--- src/rtl/slc3_mem_pkg.sv ---
// Shared types and constants for the SLC-3 memory access sequencer.
// Imported by mem_wait_cnt and mem_access_seq.
package slc3_mem_pkg;

    typedef enum logic [2:0] {
        IDLE,
        RD_WAIT,
        RD_DONE,
        WR_SETUP,
        WR_PULSE,
        WR_DONE
    } mem_state_t;

    localparam logic [15:0] MMIO_ADDR_DEF = 16'hFFFF;
    localparam int          WAIT_W        = 4;

endpackage

--- src/rtl/mem_wait_cnt.sv ---
// Loadable down-counter for SRAM wait states.
// One instance is shared by the read-wait and write-pulse phases.
module mem_wait_cnt
    import slc3_mem_pkg::*;
(
    input  logic              Clk,
    input  logic              Reset,
    input  logic              load,
    input  logic [WAIT_W-1:0] load_val,
    input  logic              dec,
    output logic              done
);

    logic [WAIT_W-1:0] cnt;

    // Load on entry to a wait phase, then count down and stick at zero
    always_ff @(posedge Clk or negedge Reset) begin
        if (!Reset) begin
            cnt <= '0;
        end else if (load) begin
            cnt <= load_val;
        end else if (dec && (cnt != '0)) begin
            cnt <= cnt - 1'b1;
        end
    end

    assign done = (cnt == '0);

endmodule

--- src/rtl/mem_access_seq.sv ---
// SLC-3 memory access sequencer: datapath MAR/MDR <-> async SRAM.
// Optional SLC3_MMIO_EN: MMIO_ADDR maps to SW (read) and HEX_Out (write).
module mem_access_seq
    import slc3_mem_pkg::*;
#(
    parameter int          WAIT_CYCLES = 2,
    parameter logic [15:0] MMIO_ADDR   = MMIO_ADDR_DEF
) (
    input  logic        Clk,
    input  logic        Reset,
    input  logic        rd_req,
    input  logic        wr_req,
    input  logic [15:0] MAR,
    input  logic [15:0] MDR,
    output logic [15:0] MDR_In,
    output logic        MIO_EN,
    output logic        ready,
    output logic        proto_err,
    output logic [15:0] SRAM_ADDR,
    output logic [15:0] SRAM_DQ_O,
    output logic        SRAM_DQ_OE,
    input  logic [15:0] SRAM_DQ_I,
    output logic        SRAM_CE_n,
    output logic        SRAM_OE_n,
    output logic        SRAM_WE_n,
    input  logic [9:0]  SW,
    output logic [15:0] HEX_Out
);

    if (WAIT_CYCLES < 1 || WAIT_CYCLES > 15) begin : g_bad_wait
        $error("WAIT_CYCLES must be in 1..15");
    end

    localparam logic [WAIT_W-1:0] WAIT_LOAD =
        WAIT_W'(WAIT_CYCLES - 1);

    mem_state_t  state;
    mem_state_t  state_n;
    logic        cnt_load;
    logic        cnt_dec;
    logic        cnt_done;
    logic        accept;
    logic        is_mmio;
    logic        lat_mmio;
    logic [15:0] lat_addr;
    logic [15:0] lat_data;
    logic [15:0] mdr_in_q;

    mem_wait_cnt u_wait (
        .Clk      (Clk),
        .Reset    (Reset),
        .load     (cnt_load),
        .load_val (WAIT_LOAD),
        .dec      (cnt_dec),
        .done     (cnt_done)
    );

    assign accept = (state == IDLE) && (rd_req || wr_req);

`ifdef SLC3_MMIO_EN
    assign is_mmio = (MAR == MMIO_ADDR);
`else
    logic unused_mmio;
    assign is_mmio     = 1'b0;
    assign unused_mmio = ^{SW, MMIO_ADDR};
`endif

    // State register; reset aborts any access in flight
    always_ff @(posedge Clk or negedge Reset) begin
        if (!Reset) begin
            state <= IDLE;
        end else begin
            state <= state_n;
        end
    end

    // Next state, counter control and SRAM strobes per state
    always_comb begin
        state_n    = state;
        cnt_load   = 1'b0;
        cnt_dec    = 1'b0;
        SRAM_CE_n  = 1'b1;
        SRAM_OE_n  = 1'b1;
        SRAM_WE_n  = 1'b1;
        SRAM_DQ_OE = 1'b0;
        MIO_EN     = 1'b0;
        ready      = 1'b0;
        unique case (state)
            IDLE: begin
                if (rd_req) begin
                    if (is_mmio) begin
                        state_n = RD_DONE;
                    end else begin
                        state_n  = RD_WAIT;
                        cnt_load = 1'b1;
                    end
                end else if (wr_req) begin
                    state_n = is_mmio ? WR_DONE : WR_SETUP;
                end
            end
            RD_WAIT: begin
                SRAM_CE_n = 1'b0;
                SRAM_OE_n = 1'b0;
                if (cnt_done) begin
                    state_n = RD_DONE;
                end else begin
                    cnt_dec = 1'b1;
                end
            end
            RD_DONE: begin
                SRAM_CE_n = lat_mmio;
                SRAM_OE_n = lat_mmio;
                MIO_EN    = 1'b1;
                ready     = 1'b1;
                state_n   = IDLE;
            end
            WR_SETUP: begin
                SRAM_CE_n  = 1'b0;
                SRAM_DQ_OE = 1'b1;
                cnt_load   = 1'b1;
                state_n    = WR_PULSE;
            end
            WR_PULSE: begin
                SRAM_CE_n  = 1'b0;
                SRAM_DQ_OE = 1'b1;
                SRAM_WE_n  = 1'b0;
                if (cnt_done) begin
                    state_n = WR_DONE;
                end else begin
                    cnt_dec = 1'b1;
                end
            end
            WR_DONE: begin
                SRAM_CE_n  = lat_mmio;
                SRAM_DQ_OE = !lat_mmio;
                ready      = 1'b1;
                state_n    = IDLE;
            end
            default: begin
                state_n = IDLE;
            end
        endcase
    end

    // Request latching, read-data capture, sticky protocol error
    always_ff @(posedge Clk or negedge Reset) begin
        if (!Reset) begin
            lat_addr  <= '0;
            lat_data  <= '0;
            lat_mmio  <= 1'b0;
            proto_err <= 1'b0;
            mdr_in_q  <= '0;
`ifdef SLC3_MMIO_EN
            HEX_Out   <= '0;
`endif
        end else begin
            if (accept) begin
                lat_addr <= MAR;
                lat_data <= MDR;
                lat_mmio <= is_mmio;
                if (rd_req && wr_req) begin
                    proto_err <= 1'b1;
                end
            end
            if ((state == RD_WAIT) && cnt_done) begin
                mdr_in_q <= SRAM_DQ_I;
            end
`ifdef SLC3_MMIO_EN
            if (accept && is_mmio) begin
                if (rd_req) begin
                    mdr_in_q <= {6'b0, SW};
                end else begin
                    HEX_Out <= MDR;
                end
            end
`endif
        end
    end

`ifndef SLC3_MMIO_EN
    assign HEX_Out = '0;
`endif

    assign SRAM_ADDR = lat_addr;
    assign SRAM_DQ_O = lat_data;
    assign MDR_In    = mdr_in_q;

endmodule

--- config.mk ---
export PLATFORM = sky130hd
export DESIGN_NAME = mem_access_seq
export DESIGN_NICKNAME = d
export VERILOG_FILES = /design/src/rtl/slc3_mem_pkg.sv /design/src/rtl/mem_wait_cnt.sv /design/src/rtl/mem_access_seq.sv
export SDC_FILE = /design/constraint.sdc
export NUM_CORES = 1
export LEC_CHECK = 0
export CAP_MARGIN = 20
export CORE_MARGIN = 2
export CORE_UTILIZATION = 39
export CTS_CLUSTER_SIZE = 40
export DETAILED_ROUTE_END_ITERATION = 8
export PLACE_DENSITY = 0.8
export SLEW_MARGIN = 20
export SYNTH_ARGS = -nofsm -noshare
export SYNTH_HDL_FRONTEND = slang
export SYNTH_HIERARCHICAL = 1
export SYNTH_SLANG_ARGS = --single-unit
--- constraint.sdc ---
create_clock -name Clk -period 2.62 [get_ports Clk]
set_clock_uncertainty 0.1 [all_clocks]
set_input_delay 0.262 -clock Clk [delete_from_list [all_inputs] [get_ports Clk]]
set_output_delay 0.262 -clock Clk [all_outputs]
set_load 0.01 [all_outputs]
Word-level counts from Yosys, hierarchy flattened

Cells that the tools add are included.

Add/sub/neg operators: 1
Equal/unequal tests: 8
Multiplexer cells: 17
Reduce and logical (&&, ||, !) cells: 16

Operators with widths:

| operator                                          | count |
|---|---|
| two-way mux 3 bit                                 | 4 |
| case mux 3 bit (4 select lines)                   | 1 |
| two-way mux 1 bit                                 | 9 |
| two-way mux 4 bit                                 | 2 |
| == test 3 x 2 -> 1 bit (second input constant)    | 2 |
| == test 3 bit (second input constant)             | 2 |
| OR reduction 2 bit                                | 3 |
| OR reduction 5 bit                                | 1 |
| logical AND 1 bit                                 | 4 |
| zero test 4 bit                                   | 1 |
| inequality test 2 bit (second input constant)     | 2 |
| nonzero test 4 bit                                | 1 |
| subtractor 4 x 1 -> 4 bit (second input constant) | 1 |
| == test 3 x 1 -> 1 bit (second input constant)    | 1 |
| zero test 3 bit                                   | 1 |
| inequality test 3 bit (second input constant)     | 1 |
| AND reduction 3 bit                               | 1 |
| OR reduction 3 bit                                | 1 |
| case mux 1 bit (2 select lines)                   | 1 |
| AND reduction 2 bit                               | 1 |
| nonzero test 2 bit                                | 1 |
| logical OR 1 bit                                  | 1 |

Logic and storage cells: 48
Register bits: 56
Input bits: 62

Longest topological paths before layout

Depth after elaboration: 6
Gate-level depth with buffers: 7
Gate-level depth less buffers: 7

Modules after synthesis

The synthesis kept the hierarchy.

Modules (own cells, without submodules):

| module         | times used | cells an instance | area each (um^2) |
|---|---|---|---|
| mem_access_seq | 1          | 153               | 2228.4 |
| mem_wait_cnt   | 1          | 27                | 270.3 |

Least setup slack after synthesis

OpenSTA, ideal clock, no wires.

Kind: register to register
From: register u_wait.cnt[0]
To: register mdr_in_q[10] (netlist: MDR_In[10])
Arrival: 1879 ps
Slack: 517 ps
Clock period less this slack: 2103 ps
Required time: 2395 ps
Setup time: 125 ps
Cell stages (with the launch flop): 8
Cell sequence: dfrtp_1 -> inv_1 -> ha_1 -> nor3b_2 -> nand2_1 -> nor3_4 -> buf_6 -> mux2_2

Longest elaborated chain between the ends: 2

RTL lines:

| item                   | line                  | text |
|---|---|---|
| start, declared        | mem_wait_cnt.sv:14    | `logic [WAIT_W-1:0] cnt;` |
| start signal, assigned | mem_wait_cnt.sv:21    | `cnt <= load_val;` |
| start signal, assigned | mem_wait_cnt.sv:23    | `cnt <= cnt - 1'b1;` |
| zero test 4 bit        | mem_wait_cnt.sv:27    | `assign done = (cnt == '0);` |
| net cnt_done           | mem_access_seq.sv:41  | `logic cnt_done;` |
| logical AND 1 bit      | mem_access_seq.sv:165 | `if ((state == RD_WAIT) && cnt_done) begin` |
| end signal, assigned   | mem_access_seq.sv:152 | `mdr_in_q <= '0;` |
| end signal, assigned   | mem_access_seq.sv:166 | `mdr_in_q <= SRAM_DQ_I;` |
| end, declared          | mem_access_seq.sv:47  | `logic [15:0] mdr_in_q;` |

The timed path passes the listed nets, and every way through them passes these cells.
A chain may end at the register's enable or synchronous reset.

Worst setup path after layout

From: register state[1]
To: output ready

Longest elaborated chain between the ends: 3
Elaborated cells between the ends (all ways): 4
Classes of those cells: eq/ne: 2; mux: 1; reduce/logical: 1

RTL lines:

| item                                                           | line                 | text |
|---|---|---|
| start, declared                                                | mem_access_seq.sv:37 | `mem_state_t state;` |
| start signal, assigned                                         | mem_access_seq.sv:73 | `state <= state_n;` |
| == test 3 x 2 -> 1 bit / == test 3 bit (equally long branches) | mem_access_seq.sv:88 | `unique case (state)` |
| OR reduction 2 bit (no line) (*)                               | --                   |  |
| two-way mux 1 bit (*)                                          | mem_access_seq.sv:88 |  |
| end, declared                                                  | mem_access_seq.sv:17 | `output logic ready,` |

Every way passes the cells marked *; elsewhere a longest branch is shown, timed or not.

==> run_results.csv <==
group,metric,value,unit
status,status,"complete, no violations",
timing,fin_crit,2.317,ns
timing,fin_ws,0.3027,ns
detailed_routing,vias,1721,
setup_path,max_stage_delay,0.68,ns
cts,clockBufferDepth,2,
timing,max_freq,0.4315,GHz
timing,tns,0,ns
cts,cts_sinks,56,
setup_path,path_delay_family,"flip-flops",
detailed_routing,drt-wirelength-per-cell,13.48,um
hold_path,hold_path_end,"proto_err",
floorplan,die_area,7063,um^2
floorplan,fp.dieH,84.04,um
finish,fin_cells,370,
detailed_routing,antenna_left,0,
detailed_routing,via_per_inst,4.651,
setup_path,reg2reg_depth,7,
logic_synthesis,yosysWarnings,6,
placement,dp_hpwl,3797,um
hold_path,min_delay_path_depth,1,
finish,n_antenna_cell,0,
cts,cts_buffers,5,
finish,layout.nets,356,
finish,ff_latch_area,1401,um^2
timing,period_share,88.45,%
cts,h-tree-depth,2,
hold_path,holdCritPathClass,"reg2reg",
timing,relSlewSlack,60.37,%
detailed_routing,first_pass_iters,4,
global_route,grt_pass1_vias,1736,
placement,dp_slack,0.2868,ns
global_route,grt_util_all_layers,14.54,%
power_and_ir_drop,power_density,1168,nW/um^2
detailed_routing,drc,0,
placement,placed_cells,362,
global_route,grt_max_degree,33,
placement,dpl_cell_area,3558,um^2
setup_path,worstReg2RegEnd,"MDR_In[14]",
finish,fillCellCount,566,
setup_path,required,2.26,ns
setup_path,cp_max_fo,14,
global_route,grt-ovfl-total,0,
cts,cts_resized,0,
logic_synthesis,ys_seq_area_share,56.08,%
setup_path,worstSetupPathType,"reg2out",
finish,layout_common_cells,"105 x clkdlybuf4s50_1, 56 x dfrtp_1, 47 x mux2_2, 20 x conb_1, 9 x nand2_1",
floorplan,core,6277,um^2
power_and_ir_drop,ir_drop,0.0005420,V
logic_synthesis,synth_top_area_share,56.08,%
floorplan,die_w,84.04,um
floorplan,ios,133,
cts,cts_root_buf,"clkbuf_8",
finish,mostFrequentLayoutCell,"clkdlybuf4s50_1",
timing,maxSlewViolCount,0,
placement,routabilityCongestion,0.7597,
setup_path,critPathCaptureType,"primary output",
finish,multi_input_area,952.2,um^2
setup_path,r2r_slack,0.32,ns
cts,cts_tree,"built",
floorplan,start_util,39.80,%
setup_path,r2r_start,"u_wait/cnt[0]",
timing,setup-violations-final,0,
setup_path,crit_slowest_cell,"dfrtp_1",
setup_path,path_cells,"nor3b_1 -> nand2b_1 -> clkdlybuf4s50_1",
global_route,grt_first_pass_wirelength,8383,um
logic_synthesis,synth.avg_cell_area,13.88,um^2
logic_synthesis,yosysTopAreaCell,"dfrtp_1",
cts,clk_latency,0.30,ns
setup_path,start_kind,"register",
logic_synthesis,synth_seq_cells,56,
setup_path,crit_cells,3,
detailed_routing,totalWireLength,4986,um
finish,synthToLayoutAreaGrowth,46.47,%
timing,hold_viol_final,0,
logic_synthesis,synth_cell_types,37,
timing,worstMarginPinSlew,0.5944,ns
logic_synthesis,synth_area_leaders,"dfrtp_1 56%, mux2_2 21%, buf_4 4.8%",
floorplan,rows,29,
timing,rsz0062_at_grt,"no",
finish,finalInstanceArea,3660,um^2
global_route,antenna_found_initial,0,
detailed_routing,drtIter0Drc,27,
cts,clk_pin_slew,0.09,ns
power_and_ir_drop,power,0.004273,W
setup_path,path_buf_inv,1,
finish,drive_gt1_share,22.53,%
logic_synthesis,synth_area,2499,um^2
hold_path,min-delay-start,"proto_err",
placement,numPortBuffers,106,
logic_synthesis,netlist_instances,180,
setup_path,crit_arrival,1.96,ns
run,drv_cap,0,
power_and_ir_drop,leakage,1.528,nW
## worst register-to-register path, delay by kind of cell, from the launching register on
kind | cells | cell delay, ns
AND/OR/NAND/NOR | 3 | 0.75
flip-flops | 1 | 0.42
multiplexers | 1 | 0.37
buffers and inverters | 2 | 0.34
adder cells (fa/ha/maj) | 1 | 0.21
## Yosys cell counts, drive strengths merged
cell type / instances
a2111oi: 1
a211oi: 1
a21o: 1
a21oi: 2
a221o: 1
and4b: 1
buf: 24
conb: 2
dfrtp: 56
ha: 1
inv: 4
mux2: 49
nand2: 9
nand2b: 1
nand3: 1
nand3b: 1
nor2: 3
nor3: 4
nor3b: 3
nor4: 2
nor4b: 2
o211ai: 1
o21a: 1
o21ai: 3
o31a: 1
or2b: 1
or3b: 1
or4: 1
xnor2: 1
xor2: 1
## report_power, final
| group | switching (W) | total (W) | leakage (nW) | internal [W] |
|---|---|---|---|---|
| sequential | 0.000286 | 0.00159 | 0.663 | 0.00130 |
| combinational | 0.000824 | 0.00221 | 0.817 | 0.00139 |
| clock | 0.000261 | 0.000473 | 0.0473 | 0.000211 |
## per-stage QoR
stage	utilization (%)	hold slack [ns]
after floorplan	-	-0.1336
after global placement	56.69	0.2012
after detailed placement	56.69	0.2133
after CTS	58.30	0.3791
after global routing	58.30	0.4007
final	58.30	0.3693
## how the worst max path moves through the flow
stage / endpoint / start / slack, ns
after floorplan: MDR_In[10] / u_wait/cnt[0] / 0.52
after global placement: MDR_In[14] / u_wait/cnt[0] / 0.40
after detailed placement: MDR_In[14] / u_wait/cnt[0] / 0.29
after CTS: MDR_In[14] / u_wait/cnt[0] / 0.26
after global routing: MDR_In[5] / u_wait/cnt[0] / 0.1
final: ready / state[1] / 0.30
## cell families after synthesis
logic type	count (synthesis)	synth area share [%]
adder cells (fa/ha/maj)	1	0.5007
other	2	0.3006
XOR/XNOR	2	0.7012
buffers and inverters	28	8.513
AND/OR/NAND/NOR	30	8.313
flip-flops	56	56.08
AO/OA/AOI/OAI	12	3.505
multiplexers	49	22.08
## cell type report
type | count | share of cell area, %
Tap cell | 77 | 2.632
Clock inverter | 1 | 0.2393
Sequential cell | 56 | 38.29
Clock buffer | 6 | 2.256
Multi-Input combinational cell | 114 | 26.02
Timing Repair Buffer | 112 | 30.15
Inverter | 4 | 0.4103
## flip-flops by register name, summed over array words and instances, names as in the netlist
signal	count
MDR_In	16
SRAM_ADDR	16
SRAM_DQ_O	16
u_wait/cnt	4
state	3
proto_err	1
## per-layer routing
layer	part of all wire, %	GRT usage (%)	vias to the layer above
met1	43	18.57	826
met3	7.8	4.748	5
met5	0	0	-
met4	0.82	3.079	0
li1	-	-	818
met2	49	24.17	72
## repair_timing
item,CTS,global route
hold buffers,1,0
endpoints found under the hold margin,24,0
buffers inserted,0,0
(Power assumes the default switching activity.)
